`src/rtl/divider_pkg.sv`:
```
// Shared definitions for the sequential restoring divider: FSM state encoding
// and the iteration-counter sizing helper.
package divider_pkg;

    typedef enum logic [1:0] {
        IDLE = 2'd0,
        RUN  = 2'd1,
        FIN  = 2'd2
    } state_t;

    localparam int DEFAULT_WIDTH = 8;
    localparam int DEFAULT_CNT_W = $clog2(DEFAULT_WIDTH + 1);

    function automatic int cnt_width(input int width);
        return $clog2(width + 1);
    endfunction

endpackage

```
`src/rtl/divider_step.sv`:
```
// One restoring iteration, purely combinational: shift, trial subtract, select.
// The quotient bit is shifted into the LSB of the dividend register as its MSB leaves.
module divider_step #(
    parameter int WIDTH = 8
) (
    input  logic [WIDTH:0]   p_i,
    input  logic [WIDTH-1:0] dq_i,
    input  logic [WIDTH-1:0] divisor_i,
    output logic [WIDTH:0]   p_o,
    output logic [WIDTH-1:0] dq_o
);

    logic [WIDTH:0]   p_sh;
    logic [WIDTH+1:0] diff;
    logic             q_bit;
    logic             unused_p_msb;

    // P stays below the divisor, so its top bit is always clear before the shift.
    assign unused_p_msb = p_i[WIDTH];

    always_comb begin
        p_sh  = {p_i[WIDTH-1:0], dq_i[WIDTH-1]};
        diff  = {1'b0, p_sh} - {2'b00, divisor_i};
        q_bit = ~diff[WIDTH+1];
        p_o   = q_bit ? diff[WIDTH:0] : p_sh;
        dq_o  = {dq_i[WIDTH-2:0], q_bit};
    end

endmodule

```
`src/rtl/seq_restoring_divider.sv`:
```
// Multi-cycle restoring divider, one quotient bit per clock, WIDTH+1 cycles per result;
// start is ignored while busy. Define SEQ_DIVIDER_SIGNED_EN for two's-complement operands.
module seq_restoring_divider
    import divider_pkg::*;
#(
    parameter int WIDTH = 8
) (
    input  logic             clk_i,
    input  logic             rst_i,
    input  logic             start_i,
    input  logic [WIDTH-1:0] dividend_i,
    input  logic [WIDTH-1:0] divisor_i,
    output logic             busy_o,
    output logic             done_o,
    output logic [WIDTH-1:0] quotient_o,
    output logic [WIDTH-1:0] remainder_o,
    output logic             div_by_zero_o
);

    localparam int CW = cnt_width(WIDTH);

    state_t           state_q;
    logic [CW-1:0]    cnt_q;
    logic [WIDTH:0]   p_q;
    logic [WIDTH-1:0] dq_q;
    logic [WIDTH-1:0] dvs_q;
    logic [WIDTH-1:0] quotient_q;
    logic [WIDTH-1:0] remainder_q;
    logic             dbz_q;
    logic             busy_q;
    logic             done_q;

    logic [WIDTH:0]   p_d;
    logic [WIDTH-1:0] dq_d;
    logic [WIDTH-1:0] dvd_mag;
    logic [WIDTH-1:0] dvs_mag;
    logic [WIDTH-1:0] q_fin;
    logic [WIDTH-1:0] r_fin;

`ifdef SEQ_DIVIDER_SIGNED_EN
    logic qneg_q;
    logic rneg_q;
`endif

    divider_step #(.WIDTH(WIDTH)) u_step (
        .p_i       (p_q),
        .dq_i      (dq_q),
        .divisor_i (dvs_q),
        .p_o       (p_d),
        .dq_o      (dq_d)
    );

    always_comb begin
        dvd_mag = dividend_i;
        dvs_mag = divisor_i;
        q_fin   = dq_d;
        r_fin   = p_d[WIDTH-1:0];
`ifdef SEQ_DIVIDER_SIGNED_EN
        // Divide magnitudes, then fix signs so the quotient truncates toward zero.
        if (dividend_i[WIDTH-1]) dvd_mag = -dividend_i;
        if (divisor_i[WIDTH-1])  dvs_mag = -divisor_i;
        if (qneg_q)              q_fin   = -dq_d;
        if (rneg_q)              r_fin   = -p_d[WIDTH-1:0];
`endif
    end

    always_ff @(posedge clk_i or posedge rst_i) begin
        if (rst_i) begin
            state_q     <= IDLE;
            cnt_q       <= '0;
            p_q         <= '0;
            dq_q        <= '0;
            dvs_q       <= '0;
            quotient_q  <= '0;
            remainder_q <= '0;
            dbz_q       <= 1'b0;
            busy_q      <= 1'b0;
            done_q      <= 1'b0;
`ifdef SEQ_DIVIDER_SIGNED_EN
            qneg_q      <= 1'b0;
            rneg_q      <= 1'b0;
`endif
        end else begin
            case (state_q)
                IDLE, FIN: begin
                    state_q <= IDLE;
                    busy_q  <= 1'b0;
                    done_q  <= 1'b0;
                    if (start_i) begin
                        if (divisor_i == '0) begin
                            state_q     <= FIN;
                            done_q      <= 1'b1;
                            quotient_q  <= '1;
                            remainder_q <= dividend_i;
                            dbz_q       <= 1'b1;
                        end else begin
                            state_q <= RUN;
                            busy_q  <= 1'b1;
                            cnt_q   <= CW'(WIDTH);
                            p_q     <= '0;
                            dq_q    <= dvd_mag;
                            dvs_q   <= dvs_mag;
`ifdef SEQ_DIVIDER_SIGNED_EN
                            qneg_q  <= dividend_i[WIDTH-1] ^ divisor_i[WIDTH-1];
                            rneg_q  <= dividend_i[WIDTH-1];
`endif
                        end
                    end
                end
                RUN: begin
                    p_q   <= p_d;
                    dq_q  <= dq_d;
                    cnt_q <= cnt_q - 1'b1;
                    if (cnt_q == CW'(1)) begin
                        state_q     <= FIN;
                        busy_q      <= 1'b0;
                        done_q      <= 1'b1;
                        quotient_q  <= q_fin;
                        remainder_q <= r_fin;
                        dbz_q       <= 1'b0;
                    end
                end
                default: begin
                    state_q <= IDLE;
                    busy_q  <= 1'b0;
                    done_q  <= 1'b0;
                end
            endcase
        end
    end

    assign busy_o        = busy_q;
    assign done_o        = done_q;
    assign quotient_o    = quotient_q;
    assign remainder_o   = remainder_q;
    assign div_by_zero_o = dbz_q;

endmodule

```
`config.mk`:
```
export PLATFORM = sky130hd
export DESIGN_NAME = seq_restoring_divider
export DESIGN_NICKNAME = d
export VERILOG_FILES = /design/src/rtl/divider_pkg.sv /design/src/rtl/divider_step.sv /design/src/rtl/seq_restoring_divider.sv
export SDC_FILE = /design/constraint.sdc
export NUM_CORES = 1
export LEC_CHECK = 0
export CAP_MARGIN = 20
export CORE_MARGIN = 4
export CORE_UTILIZATION = 59
export DETAILED_ROUTE_END_ITERATION = 10
export PLACE_DENSITY = 0.85
export SYNTH_ARGS = -nofsm -noshare
export SYNTH_HDL_FRONTEND = slang
export SYNTH_HIERARCHICAL = 1
export SYNTH_SLANG_ARGS = --single-unit
```
`constraint.sdc`:
```
create_clock -name clk_i -period 3.68 [get_ports clk_i]
set_input_delay 0.552 -clock clk_i [delete_from_list [all_inputs] [get_ports clk_i]]
set_output_delay 0.552 -clock clk_i [all_outputs]
set_load 0.02 [all_outputs]
```
==> results.md, run 1 <==
- Status: completed
- Area of the mapped netlist: around 0.0026 mm²
- Startpoint Class: flop
- Vias after detailed routing: 2,024
- Routed length per instance: approximately 16 µm
- # DRC: 0
- CTS Hold Bufs: 0
- Unrepaired setup endpoints after global routing: false
- Max-slew violations: 0
- Clock-pin slew on the worst setup and hold paths: 0.10 ns
- Final Skew: between 0.01 and 0.015 ns
- Die Y-Extent: 74.7 µm
- Syn avg cell area: 9.47 µm²
- Core area: 0.00414 mm²
- Total setup buffers inserted after CTS: 0
- Root Buffer: clkbuf_8
- Initial antenna violation count: 0
- Ports: 38
- R2R Setup Slk: 1.14 ns
- Tcrit/Tclk final: 68.9%
- Post-Syn Nets: around 300
- First-pass GRT wire length: 9.00 mm
- FF-to-FF path depth: 9
- RR Endpoint: remainder_o[2]
- CP required: about 3.9 ns
- Vias in the first global route: slightly below 2,000
- Worst-Margin Slew: 0.835 ns
- Slew HR: 44.2%
- Ant. Diodes: 0
- Yosys warning count: 6
- Max_cap viols: 0
- Tot Pwr: ~3.3 mW
- Hold WS: approximately 0.44 ns
- P&R area growth vs syn: 18.2%
- VDD IR max: 0.000651 V
- DRT iter0 DRCs: 126
- CTS Buf Count: 5
- Max FO, Critical Path: 8
- Layout cell share with drive strength beyond 1: 8.55%
- Cell area after layout: 0.00310 mm²
- Worst-skew pair later-pin latency: 0.30 ns
- Min-Delay Path Class: input pin to async pin
- Fillers: 300
- Max H-tree Level: 2
- Min Tclk post-route: roughly 2.5 ns
- Grt ovf: 0
- Die footprint: 0.00558 mm²
- Clk sink count: 48
- Dpl cell area: 0.00294 mm²
- Vias per cell: roughly 5.7
- TritonCTS clock tree: yes
- Leak: 1.40 nW
- Routed Antenna Nets: 0
- Initial core utilization: a little over three fifths
- Die Wd: 74.7 µm
- Placed insts: 345
- Reg2Reg Launch Point: dvs_q[1]
- Dpl hpwl: 3.98 mm
- Buffers added on ports: 37
- Crit path arrival time: 2.72 ns
- Routability cong.: 0.826
- Kind of critical path: flop to flop
- Pwr/cell area: 1080 mW/mm²
- Setup TNS Final: 0 ns
- Initial DRT Pass Iterations: 4
- Maximum number of pins on one net before global-route repair: 49
- Final Hold Vio Count: 0
- Nets: ~330
- Post-Route WL: 5.61 mm
- Final setup violating endpoints: 0
- Clock Path Buffers: 2
- Final Non-Filler Cells: between 300 and 400
- Post-Syn Instances: approximately 280
- Total track usage: 21.2%
- # rows: 23
- Max Clk Rate: 394 MHz
- CP endpoint kind: flop
- Post-cts sizing count: 0
-- report_power, final --
part / switching, mW / internal (mW)
clock: 0.184 / 0.273
combinational: 1.06 / 0.866
sequential: 0.175 / 0.776
-- flip-flops by register name, summed over array words and instances, names as in the netlist, 2 cells and up --
register / cells
remainder_o: 8
state_q: 2
dvs_q: 8
cnt_q: 4
quotient_o: 8
p_q: 8
dq_q: 8
-- cell type report --
type | count | area (µm²) | area share (%)
Multi-Input combinational cell | 192 | 1230 | 39.7
Timing Repair Buffer | 41 | 413 | 13.3
Clock buffer | 5 | 68.8 | 2.22
Tap cell | 50 | 62.6 | 2.02
Clock inverter | 3 | 68.8 | 2.22
Sequential cell | 48 | 1200 | 38.7
Inverter | 15 | 56.3 | 1.82
-- through the flow --
step	util (%)	setup slack (ns)
2_1_floorplan	-	1.46
3_3_place_gp	71.0	1.31
3_5_place_dp	71.0	1.25
4_1_cts	74.3	1.15
5_1_grt	74.8	0.976
6_report	74.8	1.14
-- worst max path at each step --
stage,from,to,slack [ns],cells past startpoint
after floorplan,dvs_q[1],remainder_o[2],1.46,9
after global placement,divisor_i[4],p_q[3],1.31,5
after detailed placement,dvs_q[1],remainder_o[2],1.25,9
after CTS,dvs_q[1],remainder_o[2],1.15,9
after global routing,dvs_q[1],remainder_o[3],0.98,9
final,dvs_q[1],remainder_o[2],1.14,9
-- worst max-delay path: stages, from the launching register on --
cell       delay, ns
dfrtp_1         0.43
inv_1           0.07
ha_1            0.28
nor2b_1         0.15
o2111ai_1       0.26
nand2_2         0.12
a41oi_4         0.42
mux2_2          0.40
a21boi_0        0.19
o21ai_1         0.09
-- layout by cell type, fill, tap and decap left out, types with 2 or more instances in the layout --
master	instances
nand2_1	50
dfrtp_1	48
clkdlybuf4s50_1	37
nor2_1	21
nand3_1	19
inv_1	14
a21oi_1	10
ha_1	10
o211ai_1	8
a22o_1	8
a21boi_0	8
o21ai_1	8
nor2b_1	5
nor3_1	5
clkbuf_8	5
mux2_2	5
o21ai_0	4
o21a_1	4
xnor2_1	3
buf_4	3
mux2i_1	3
nor4_4	2
and2_1	2
bufinv_16	2
a21o_1	2
-- metal layers --
layer / part of all wire, % / GRT usage (%) / vias to the layer above
li1: - / - / 996
met5: 0 / 0 / -
met3: 6.1 / 4.54 / 2
met4: 0.64 / 4.74 / 0
met1: 46 / 28.4 / 961
met2: 47 / 35.6 / 65
No activity file was read; power rests on OpenSTA's default activity.
==> run 2, diff against run 1 <==
CORE_UTILIZATION = 55   (was 59)
PLACE_DENSITY = 0.8   (was 0.85)
clock period = 2.61 ns   (was 3.68 ns; I/O delays follow)
==> results.md, run 2 (synthesis gave the netlist of run 1 again) <==
- Crit path arrival time: 2.58 ns (was 2.72 ns)
- Ports: 38 (unchanged)
- Clock-pin slew on the worst setup and hold paths: 0.09 ns (was 0.10 ns)
- Die Y-Extent: 77.1 µm (was 74.7 µm)
- Core area: 0.00447 mm² (was 0.00414 mm²)
- Layout cell share with drive strength beyond 1: 9.15% (was 8.55%)
- # rows: 24 (was 23)
- Buffers added on ports: 37 (unchanged)
- Maximum number of pins on one net before global-route repair: 30 (was 49)
- Die Wd: 77.1 µm (was 74.7 µm)
- Total setup buffers inserted after CTS: 0 (unchanged)
- Kind of critical path: flop to flop (unchanged)
- Status: completed (unchanged)
- Min Tclk post-route: 2.38 ns (was 2.54 ns)
- Most common cell after layout, fill and taps aside: nand2_1 (unchanged)
- Routability cong.: 0.846 (was 0.826)
- Vias after detailed routing: 2,037 (was 2,024)
- TritonCTS clock tree: yes (unchanged)
- Unrepaired setup endpoints after global routing: false (unchanged)
- CP endpoint kind: flop (unchanged)
- First-pass GRT wire length: 9.48 mm (was 9.00 mm)
- Vias per cell: 5.69 (was 5.72)
- Max H-tree Level: 2 (unchanged)
- CP required: 2.80 ns (was 3.87 ns)
- Grt ovf: 0 (unchanged)
- Routed length per instance: 16.1 µm (was 15.9 µm)
- CTS Buf Count: 5 (unchanged)
- VDD IR max: 0.000806 V (was 0.000651 V)
- Routed Antenna Nets: 0 (unchanged)
- Tcrit/Tclk final: 91.3% (was 68.9%)
- Max Clk Rate: 419 MHz (was 394 MHz)
- Leak: 1.40 nW (about the same)
- Clock Path Buffers: 2 (unchanged)
- Pwr/cell area: 1490 mW/mm² (was 1080 mW/mm²)
- Die footprint: 0.00594 mm² (was 0.00558 mm²)
- Setup TNS Final: 0 ns (unchanged)
- Total track usage: 20.3% (was 21.2%)
- Post-Route WL: 5.78 mm (was 5.61 mm)
- Min-Delay Path Class: input pin to async pin (unchanged)
- Dpl hpwl: 4.01 mm (was 3.98 mm)
- Initial antenna violation count: 0 (unchanged)
- Startpoint Class: flop (unchanged)
- Final setup violating endpoints: 0 (unchanged)
- Max_cap viols: 0 (unchanged)
- Root Buffer: clkbuf_8 (unchanged)
- CTS Hold Bufs: 0 (unchanged)
- Commonest non-fill, non-tap cells in the layout: nand2_1, dfrtp_1, clkdlybuf4s50_1 (unchanged)
- DRT iter0 DRCs: 211 (was 126)
- Initial DRT Pass Iterations: 4 (unchanged)
- Nets: 335 (was 333)
- Final Skew: 0.00605 ns (was 0.0131 ns)
- Max-slew violations: 0 (unchanged)
- Worst-Margin Slew: 0.838 ns (was 0.835 ns)
- Worst-skew pair later-pin latency: 0.31 ns (was 0.30 ns)
- P&R area growth vs syn: 17.7% (was 18.2%)
- Tot Pwr: 4.61 mW (was 3.34 mW)
- Clk sink count: 48 (unchanged)
- Final Hold Vio Count: 0 (unchanged)
- Initial core utilization: 58.6% (was 63.3%)
- Post-cts sizing count: 0 (unchanged)
- Vias in the first global route: 1,874 (was 1,921)
- Ant. Diodes: 0 (unchanged)
- # DRC: 0 (unchanged)
- Fillers: 359 (was 300)
- Slew HR: 44.0% (was 44.2%)
- Max FO, Critical Path: 8 (unchanged)
## run 2: changes by cell type in the layout (fill, tap and decap cells not counted)
cell | previous run | this run
buf_4 | 3 | 6
buf_12 | 1 | 0
bufinv_16 | 2 | 1
clkbuf_8 | 5 | 6
clkinv_4 | 0 | 1
inv_6 | 1 | 0
## run 2: critical path: stages (launching register included)
cell and delay (ns):
dfrtp_1 0.41, inv_1 0.06, ha_1 0.28, nor2b_1 0.14, o2111ai_1 0.28, nand2_2 0.14
a41oi_4 0.32, mux2_2 0.40, a21boi_0 0.16, o21ai_1 0.08
## run 2: final timing paths
kind	start	endpoint	slack (ns)	cells past startpoint
worst min-delay path	rst_i	quotient_o[5]	0.34	2
min in group clk_i	dvs_q[7]	dvs_q[7]	0.48	2
max in group asynchronous	rst_i	dvs_q[6]	1.67	3
worst max-delay path	dvs_q[1]	remainder_o[4]	0.23	9
worst min register to register	dvs_q[7]	dvs_q[7]	0.48	2
worst max register to register	dvs_q[1]	remainder_o[4]	0.23	9
## run 2: area by class of cell
class | instances | area (µm²) | share of cell area (%)
repair buffers | 43 | 415 | 13.4
inverters | 15 | 56.3 | 1.82
well taps | 52 | 65.1 | 2.11
flip-flops and latches | 48 | 1200 | 38.9
clock inverters | 2 | 38.8 | 1.26
clock buffers | 6 | 82.6 | 2.67
multi-input cells | 192 | 1230 | 39.8
## run 2: routing by layer
| layer | global-route usage, % | wire length, µm |
|---|---|---|
| met3 | 4.92 | 350 |
| met2 | 32.3 | 2770 |
| met5 | 0 | 0 |
| met1 | 27.7 | 2590 |
| met4 | 5.87 | 71 |
## run 2: report_power, final
part | switching, mW | internal (mW) | leakage (nW) | total, mW
combinational | 1.46 | 1.23 | 0.751 | 2.69
sequential | 0.244 | 1.09 | 0.585 | 1.34
clock | 0.273 | 0.314 | 0.0614 | 0.587
total | 1.97 | 2.64 | 1.40 | 4.61
## run 2: per-stage QoR
stage                     cell area [µm²]  std cells  worst slack (ns)  hold WS, ns  util, %
after CTS                            3090        358             0.148        0.349     69.0
after global routing                 3090        358            0.0719        0.357     69.0
after detailed placement             2970        350             0.192        0.462     66.3
final                                3090        358             0.226        0.340     69.0
after floorplan                      2620        277             0.389        0.446        -
after global placement               2970        350             0.266        0.458     66.3
==> run 3, diff against run 2 <==
CORE_UTILIZATION = 49   (was 55)
PLACE_DENSITY = 0.76   (was 0.8)
clock period = 2.1 ns   (was 2.61 ns; I/O delays follow)
==> results.md, run 3 (synthesis gave the netlist of run 1 again) <==
- Die Y-Extent: 81.2 µm (was 77.1 µm)
- Initial DRT Pass Iterations: 4 (unchanged)
- CTS Hold Bufs: 0 (unchanged)
- Status: finished, violations left (was completed)
- Most common cell after layout, fill and taps aside: nand2_1 (unchanged)
- Failing checks: setup timing
- Clock-pin slew on the worst setup and hold paths: 0.09 ns (about the same)
- Maximum number of pins on one net before global-route repair: 30 (unchanged)
- Dpl hpwl: 4.16 mm (was 4.01 mm)
- Final setup violating endpoints: 6 (was 0)
- VDD IR max: 0.00118 V (was 0.000806 V)
- Vias after detailed routing: 2,167 (was 2,037)
- # rows: 26 (was 24)
- DRT iter0 DRCs: 128 (was 211)
- Final WS setup: -0.106 ns (was 0.226 ns)
- Met1 usage: 26.3% (was 27.7%)
- Post-Route WL: 6.10 mm (was 5.78 mm)
- Routed length per instance: 15.1 µm (was 16.1 µm)
- CP required: 2.30 ns (was 2.80 ns)
- Vias in the first global route: 2,114 (was 1,874)
- Nets: 363 (was 335)
- First-pass GRT wire length: 9.91 mm (was 9.48 mm)
- Total track usage: 19.5% (was 20.3%)
- Ant. Diodes: 0 (unchanged)
- Vias per cell: 5.36 (was 5.69)
- Min Tclk post-route: 2.21 ns (was 2.38 ns)
- Buffers added on ports: 37 (unchanged)
- Met3 Use GR: 4.21% (was 4.92%)
- Clk sink count: 48 (unchanged)
- Initial core utilization: 51.0% (was 58.6%)
- Pwr/cell area: 1970 mW/mm² (was 1490 mW/mm²)
- Met2 Resource Use GR: 31.7% (was 32.3%)
- Grt ovf: 0 (unchanged)
- Clock Path Buffers: 2 (unchanged)
- P&R area growth vs syn: 33.1% (was 17.7%)
- Routed Antenna Nets: 0 (unchanged)
- Ports: 38 (unchanged)
- Kind of critical path: flop to flop (unchanged)
- Crit path arrival time: 2.40 ns (was 2.58 ns)
- Tcrit/Tclk final: 105% (was 91.3%)
- Max Clk Rate: 453 MHz (was 419 MHz)
- Final Hold Vio Count: 0 (unchanged)
- CTS Buf Count: 5 (unchanged)
- Max H-tree Level: 2 (unchanged)
- Startpoint Class: flop (unchanged)
- Worst-skew pair later-pin latency: 0.31 ns (about the same)
- FF-to-FF path depth: 9 (unchanged)
- Final Non-Filler Cells: 404 (was 358)
- Die Wd: 81.2 µm (was 77.1 µm)
- Core area: 0.00514 mm² (was 0.00447 mm²)
- Unrepaired setup endpoints after global routing: true (was false)
- Die footprint: 0.00659 mm² (was 0.00594 mm²)
- Worst-Margin Slew: 0.636 ns (was 0.838 ns)
- CP endpoint kind: flop (unchanged)
- Max FO, Critical Path: 2 (was 8)
- Slew HR: 57.6% (was 44.0%)
- Global route hottest layer: met2 (unchanged)
- Root Buffer: clkbuf_8 (unchanged)
- Setup TNS Final: -0.334 ns (was 0 ns)
- Max-slew violations: 0 (unchanged)
- TritonCTS clock tree: yes (unchanged)
- Max_cap viols: 0 (unchanged)
- Commonest non-fill, non-tap cells in the layout: nand2_1, dfrtp_1, clkdlybuf4s50_1 (unchanged)
- Layout cell share with drive strength beyond 1: 23.1% (was 9.15%)
- Final Skew: 0.0102 ns (was 0.00605 ns)
- Leak: 1.57 nW (was 1.40 nW)
- # DRC: 0 (unchanged)
- Initial antenna violation count: 0 (unchanged)
- Routability cong.: 0.785 (was 0.846)
- R2R Setup Slk: -0.11 ns (was 0.23 ns)
- Min-Delay Path Class: input pin to async pin (unchanged)
- Placed insts: 386 (was 350)
[run 3: changes by cell type in the layout (fill, tap and decap cells not counted), moves of 3 or more]
cell and change:
buf_4 +22, inv_1 -4, a21boi_2 +5, buf_12 +3, a21boi_0 -7, mux2_4 +5
ha_1 -3, mux2_2 -5, ha_4 +3, inv_2 +4
[run 3: layout make-up]
type | count | area, µm²
multi-input combinational | 192 | 1370
sequential | 48 | 1200
timing repair buffer | 71 | 678
clock inverter | 2 | 15.0
fill | 420 | 1650
tap | 70 | 87.6
inverter | 15 | 56.3
clock buffer | 6 | 82.6
[run 3: metal layers]
metal | wire (µm) | vias to the layer above
met5 | 0 | -
met4 | 146 | 0
met3 | 305 | 16
met2 | 2990 | 61
met1 | 2660 | 1038
li1 | - | 1052
[run 3: worst max-delay path, stage by stage, from the launching register on]
cell,delay [ns]
dfrtp_1,0.38
inv_2,0.06
ha_4,0.17
fa_2,0.39
nor2b_2,0.15
o31a_1,0.17
mux2i_1,0.20
nand2_1,0.07
mux2_4,0.28
a22o_1,0.22
[run 3: repair_timing]
item,4_1_cts,5_1_grt
resized for setup,21,20
setup endpoints to repair,14,18
setup buffers,7,4
pin swaps,13,18
[run 3: where the power goes]
group	switching [mW]	internal [mW]	total, mW
sequential	0.298	1.36	1.66
combinational	2.22	2.43	4.65
clock	0.319	0.267	0.586
[run 3: final timing paths]
| path | startpoint | endpoint |
|---|---|---|
| max in group asynchronous | rst_i | dvs_q[5] |
| worst min-delay path | rst_i | dq_q[4] |
| min in group clk_i | dvs_q[3] | dvs_q[3] |
| worst max register to register | dq_q[7] | p_q[6] |
| worst max-delay path | dq_q[7] | p_q[6] |
| worst min register to register | dvs_q[3] | dvs_q[3] |
[run 3: per-stage QoR]
| step | setup slack [ns] | util (%) | total power, mW | hold slack, ns | area, µm² |
|---|---|---|---|---|---|
| final | -0.106 | 67.9 | 6.89 | 0.319 | 3490 |
| after floorplan | 0.00153 | - | 4.27 | 0.420 | 2630 |
| after detailed placement | -0.111 | 61.4 | 5.31 | 0.468 | 3160 |
| after global placement | -0.0609 | 61.4 | 5.20 | 0.460 | 3160 |
| after global routing | -0.188 | 67.9 | 7.39 | 0.350 | 3490 |
| after CTS | -0.0805 | 65.7 | 6.47 | 0.327 | 3380 |
==> RTL change 1 (settings of run 2) <==
Add a define of `SEQ_DIVIDER_SIGNED_EN`.
--- a/src/rtl/seq_restoring_divider.sv
+++ b/src/rtl/seq_restoring_divider.sv
@@ -1,4 +1,6 @@
 // Multi-cycle restoring divider, one quotient bit per clock, WIDTH+1 cycles per result;
 // start is ignored while busy. Define SEQ_DIVIDER_SIGNED_EN for two's-complement operands.
+`define SEQ_DIVIDER_SIGNED_EN
+
 module seq_restoring_divider
     import divider_pkg::*;
Check against the original RTL: not equivalent (a bounded check fails within 10 cycles, from zero or initial values and one cycle with rst_i high).
==> RTL change 1 against run 2 <==
Sequential cell count grew 2. The run now ends with setup timing left. Power up 39%. Sequential power up 9.7%. Maximum frequency shrank 21%. Core utilization up 4.5 points. Design area is 33% higher. Routed wire length up 38%. Setup slack worse by 0.61 ns. Final cell count rose by 37%. Area after synthesis is 23% higher. Largest cell class unchanged. Worst hold slack better by 0.088 ns.
==> RTL change 1: results <==
[timing]
setup_viols_final = 11
final_critical_path_setup_slack_ns = -0.389
tightestPinTransition_ns = 0.610
timing.clock.skew_ns = 0.0110
final.setup.tns_ns = -2.42

[clock_tree]
cts-hold-fix-buffers = 0
clk-insertion-delay-late_ns = 0.32
clock_pin_slew_on_the_worst_setup_and_hold_paths_ns = 0.10
cts-htree-levels = 2
cts_inserted_buffers = 5
clock_tree_root = "sky130_fd_sc_hd__clkbuf_8"
cts-root-to-sink-buffers = 2

[worst_setup_path]
crit_path_max_fanout = 6
r2r_cells = 11
reg2reg_from = "dvs_q[1]"
arrival_ns = 3.25
reg_to_reg_end = "remainder_o[6]"

[place]
finalWeightedCongestion = 0.923
io_buffer_count = 37
placed_cell_area_um2 = 3970
detailed_place_hpwl_um = 5990

[synthesis]
post_synth_inst_count = 352
synthesis.nets = 386
yosysWarningCount = 6

[layout]
diodes = 0
post_route_cells_drive_above_1_share_pct = 21.4
fin_nets = 454
finalNonFillerCells = 492
filler_cell_count = 417

[global_routing]
global_route.usage.total_pct = 23.0
grt_first_pass_wirelength_um = 13300
grt_antenna_before_repair = 0
grt_start_max_net_pins = 51

[drt]
drt-pass1-iter-count = 4
initial_drc_count = 243
totalWireLength_um = 7990
num_vias = 2833

[pwr]
power.static_leakage_nw = 1.82
peakVddDrop_v = 0.000772

[run_status]
run_status = "finished, violations left"
violations = "setup timing"

[min_path]
worst_hold_check_path_type = "in2async"
[RTL change 1: final cells by class]
class	count	area [um^2]	share of cell area, %
clock buffer	5	68.8	1.68
clock inverter	2	15.0	0.366
inverter	27	101	2.47
multi-input combinational	251	1830	44.6
sequential	50	1250	30.5
tap	72	90.1	2.20
timing repair buffer	85	743	18.1
[RTL change 1: critical path, stage by stage (launching register included)]
cell                        delay [ns]
sky130_fd_sc_hd__dfrtp_1          0.35
sky130_fd_sc_hd__inv_1            0.05
sky130_fd_sc_hd__ha_1             0.29
sky130_fd_sc_hd__nor2b_4          0.13
sky130_fd_sc_hd__o2111ai_2        0.20
sky130_fd_sc_hd__nand2_2          0.11
sky130_fd_sc_hd__a41oi_4          0.27
sky130_fd_sc_hd__mux2_4           0.34
sky130_fd_sc_hd__or4_4            0.55
sky130_fd_sc_hd__or4_4            0.43
sky130_fd_sc_hd__nand3_2          0.09
sky130_fd_sc_hd__mux2_4           0.14
[RTL change 1: worst max-delay path by stage]
stage	startpoint	to	depth (start not counted)
floorplan	dvs_q[1]	remainder_o[6]	11
global placement	dvs_q[1]	remainder_o[6]	11
detailed placement	dvs_q[1]	remainder_o[6]	11
CTS	dvs_q[1]	remainder_o[6]	11
global route	dvs_q[1]	remainder_o[7]	11
finish	dvs_q[1]	remainder_o[6]	11
[RTL change 1: repair_timing]
item / CTS / global route
setup buffers: 0 / 0
resized for setup: 7 / 7
setup endpoints to repair: 11 / 14
[RTL change 1: metal layers]
metal	vias to the layer above	global-route usage, %	routed length [um]
li1	1360	-	-
met1	1374	30.4	3500
met2	86	39.3	3940
met3	13	3.93	447
met4	0	6.19	104
met5	-	0	0
[RTL change 1: per-stage QoR]
step	hold WS [ns]	worst slack [ns]
after global routing	0.476	-0.494
after floorplan	0.443	-0.343
after CTS	0.453	-0.373
final	0.428	-0.389
after detailed placement	0.466	-0.353
after global placement	0.460	-0.284
[RTL change 1: power by group]
| group | switching, W | internal, W |
|---|---|---|
| Combinational | 0.00222 | 0.00227 |
| Sequential | 0.000320 | 0.00115 |
| Clock | 0.000273 | 0.000184 |
| Total | 0.00281 | 0.00361 |
==> RTL change 2 (settings of run 2) <==
Without the edit above. Re-encode `state_t` (3 states) as one-hot, 3 bits wide.
--- a/src/rtl/divider_pkg.sv
+++ b/src/rtl/divider_pkg.sv
@@ -3,8 +3,8 @@
 package divider_pkg;
 
-    typedef enum logic [1:0] {
-        IDLE = 2'd0,
-        RUN  = 2'd1,
-        FIN  = 2'd2
+    typedef enum logic [2:0] {
+        IDLE = 3'b001,
+        RUN  = 3'b010,
+        FIN  = 3'b100
     } state_t;
 
Function: same outputs for any inputs over 10 cycles, from zero or initial values and one cycle with rst_i high; not proved beyond that.
==> RTL change 2 against run 2 <==
Setup slack better by 0.013 ns. Area after synthesis decreased by 1.6%. Via count fell by 5.9%. Maximum frequency is 0.54% higher. Sequential share of layout area grew 0.77 points. Routed wire length down 3.8%. Design area grew 0.20%. Power shrank 17%. Sequential cell count grew 1. Highest routed layer unchanged.
==> RTL change 2: results <==
[worst_setup_path]
regToRegSetupSlack_ns = 0.24
reg_to_reg_end = "remainder_o[4]"
critical-path-top-delay-family = "compound AO/OA/AOI/OAI gates"
worst_path_max_delay_cell = "sky130_fd_sc_hd__dfrtp_1"
crit_path_max_fanout = 8
r2r_cells = 9
arrival_ns = 2.56
reg2reg_from = "dvs_q[1]"
max_stage_delay_ns = 0.40

[layout]
diodes = 0
post_route_cells_drive_above_1_share_pct = 14.0
fin_nets = 308
finalNonFillerCells = 331
filler_cell_count = 360

[drt]
totalWireLength_um = 5560
detail-route-antenna-nets = 0
met3RoutedLength_um = 259
vias_per_cell = 5.79
initial_drc_count = 99
top_signal_layer_used = "met4"
met2RoutedLength_um = 2740
drt-pass1-iter-count = 4
drt-met1-wl_um = 2460

[clock_tree]
clock_tree_root = "sky130_fd_sc_hd__clkbuf_8"
cts-htree-levels = 2
clk-insertion-delay-late_ns = 0.31
cts-hold-fix-buffers = 0
cts-root-to-sink-buffers = 2
postCtsResizedCells = 0
cts_post_setup_buffers_inserted = 0
cts_inserted_buffers = 5
clock_pin_slew_on_the_worst_setup_and_hold_paths_ns = 0.09

[synthesis]
yosysWarningCount = 6
synthesis.nets = 276
post_synth_inst_count = 246

[global_routing]
first_global_vias = 1969
global_route.usage.total_pct = 20.3
met1_track_demand_over_resource_in_global_routing_pct = 25.6
grt_start_max_net_pins = 33
grt_first_pass_wirelength_um = 9540
grt_antenna_before_repair = 0
groute.layer.met2.usage_pct = 34.3
use_met3_pct = 4.26

[min_path]
worst_hold_check_path_type = "in2async"

[timing]
timing.clock.skew_ns = 0.00628
tightestPinTransition_ns = 0.488
final-hold-violation-count = 0

[pwr]
peakVddDrop_v = 0.000596
power.static_leakage_nw = 1.44

[place]
finalWeightedCongestion = 0.816
placed_cell_area_um2 = 2960
io_buffer_count = 37
dp.cells = 323
dpl_worst_slack_ns = 0.181
detailed_place_hpwl_um = 4080

[run_status]
run_status = "finished, final reports clean"
## RTL change 2: power breakdown
group / switching (W) / internal, W / leakage (nW)
registers: 0.000218 / 0.00107 / 0.590
clock network: 0.000267 / 0.000386 / 0.0687
logic: 0.00101 / 0.000897 / 0.779
total: 0.00149 / 0.00235 / 1.44
## RTL change 2: cell type report
type	count	share of cell area, %
inverters	23	2.79
well taps	52	2.10
clock buffers	5	2.22
clock inverters	3	2.22
flip-flops and latches	49	39.7
repair buffers	44	14.1
multi-input cells	155	36.9
## RTL change 2: worst max-delay path by stage
stage	startpoint	end	slack [ns]	cells after the start
floorplan	dvs_q[1]	remainder_o[2]	0.38	9
global placement	dvs_q[1]	remainder_o[6]	0.26	9
detailed placement	dvs_q[1]	remainder_o[6]	0.18	9
CTS	dvs_q[1]	remainder_o[6]	0.16	9
global route	dvs_q[1]	remainder_o[4]	0.07	9
finish	dvs_q[1]	remainder_o[4]	0.24	9
## RTL change 2: per-stage QoR
stage                     util, %  power, W  hold slack [ns]
after global placement       66.6   0.00312            0.467
final                        69.7   0.00385            0.367
after detailed placement     66.6   0.00319            0.472
after CTS                    69.7   0.00386            0.378
after global routing         69.7   0.00412            0.401
after floorplan                 -   0.00273            0.481
## RTL change 2: worst register-to-register path, cell delays in order, from the launching register on
cell and delay (ns):
sky130_fd_sc_hd__dfrtp_1 0.40, sky130_fd_sc_hd__inv_1 0.06, sky130_fd_sc_hd__ha_1 0.28, sky130_fd_sc_hd__nor2b_1 0.14, sky130_fd_sc_hd__o2111ai_1 0.26, sky130_fd_sc_hd__nand2_2 0.13
sky130_fd_sc_hd__a41oi_4 0.31, sky130_fd_sc_hd__mux2_2 0.40, sky130_fd_sc_hd__a22oi_1 0.17, sky130_fd_sc_hd__o21ai_1 0.09
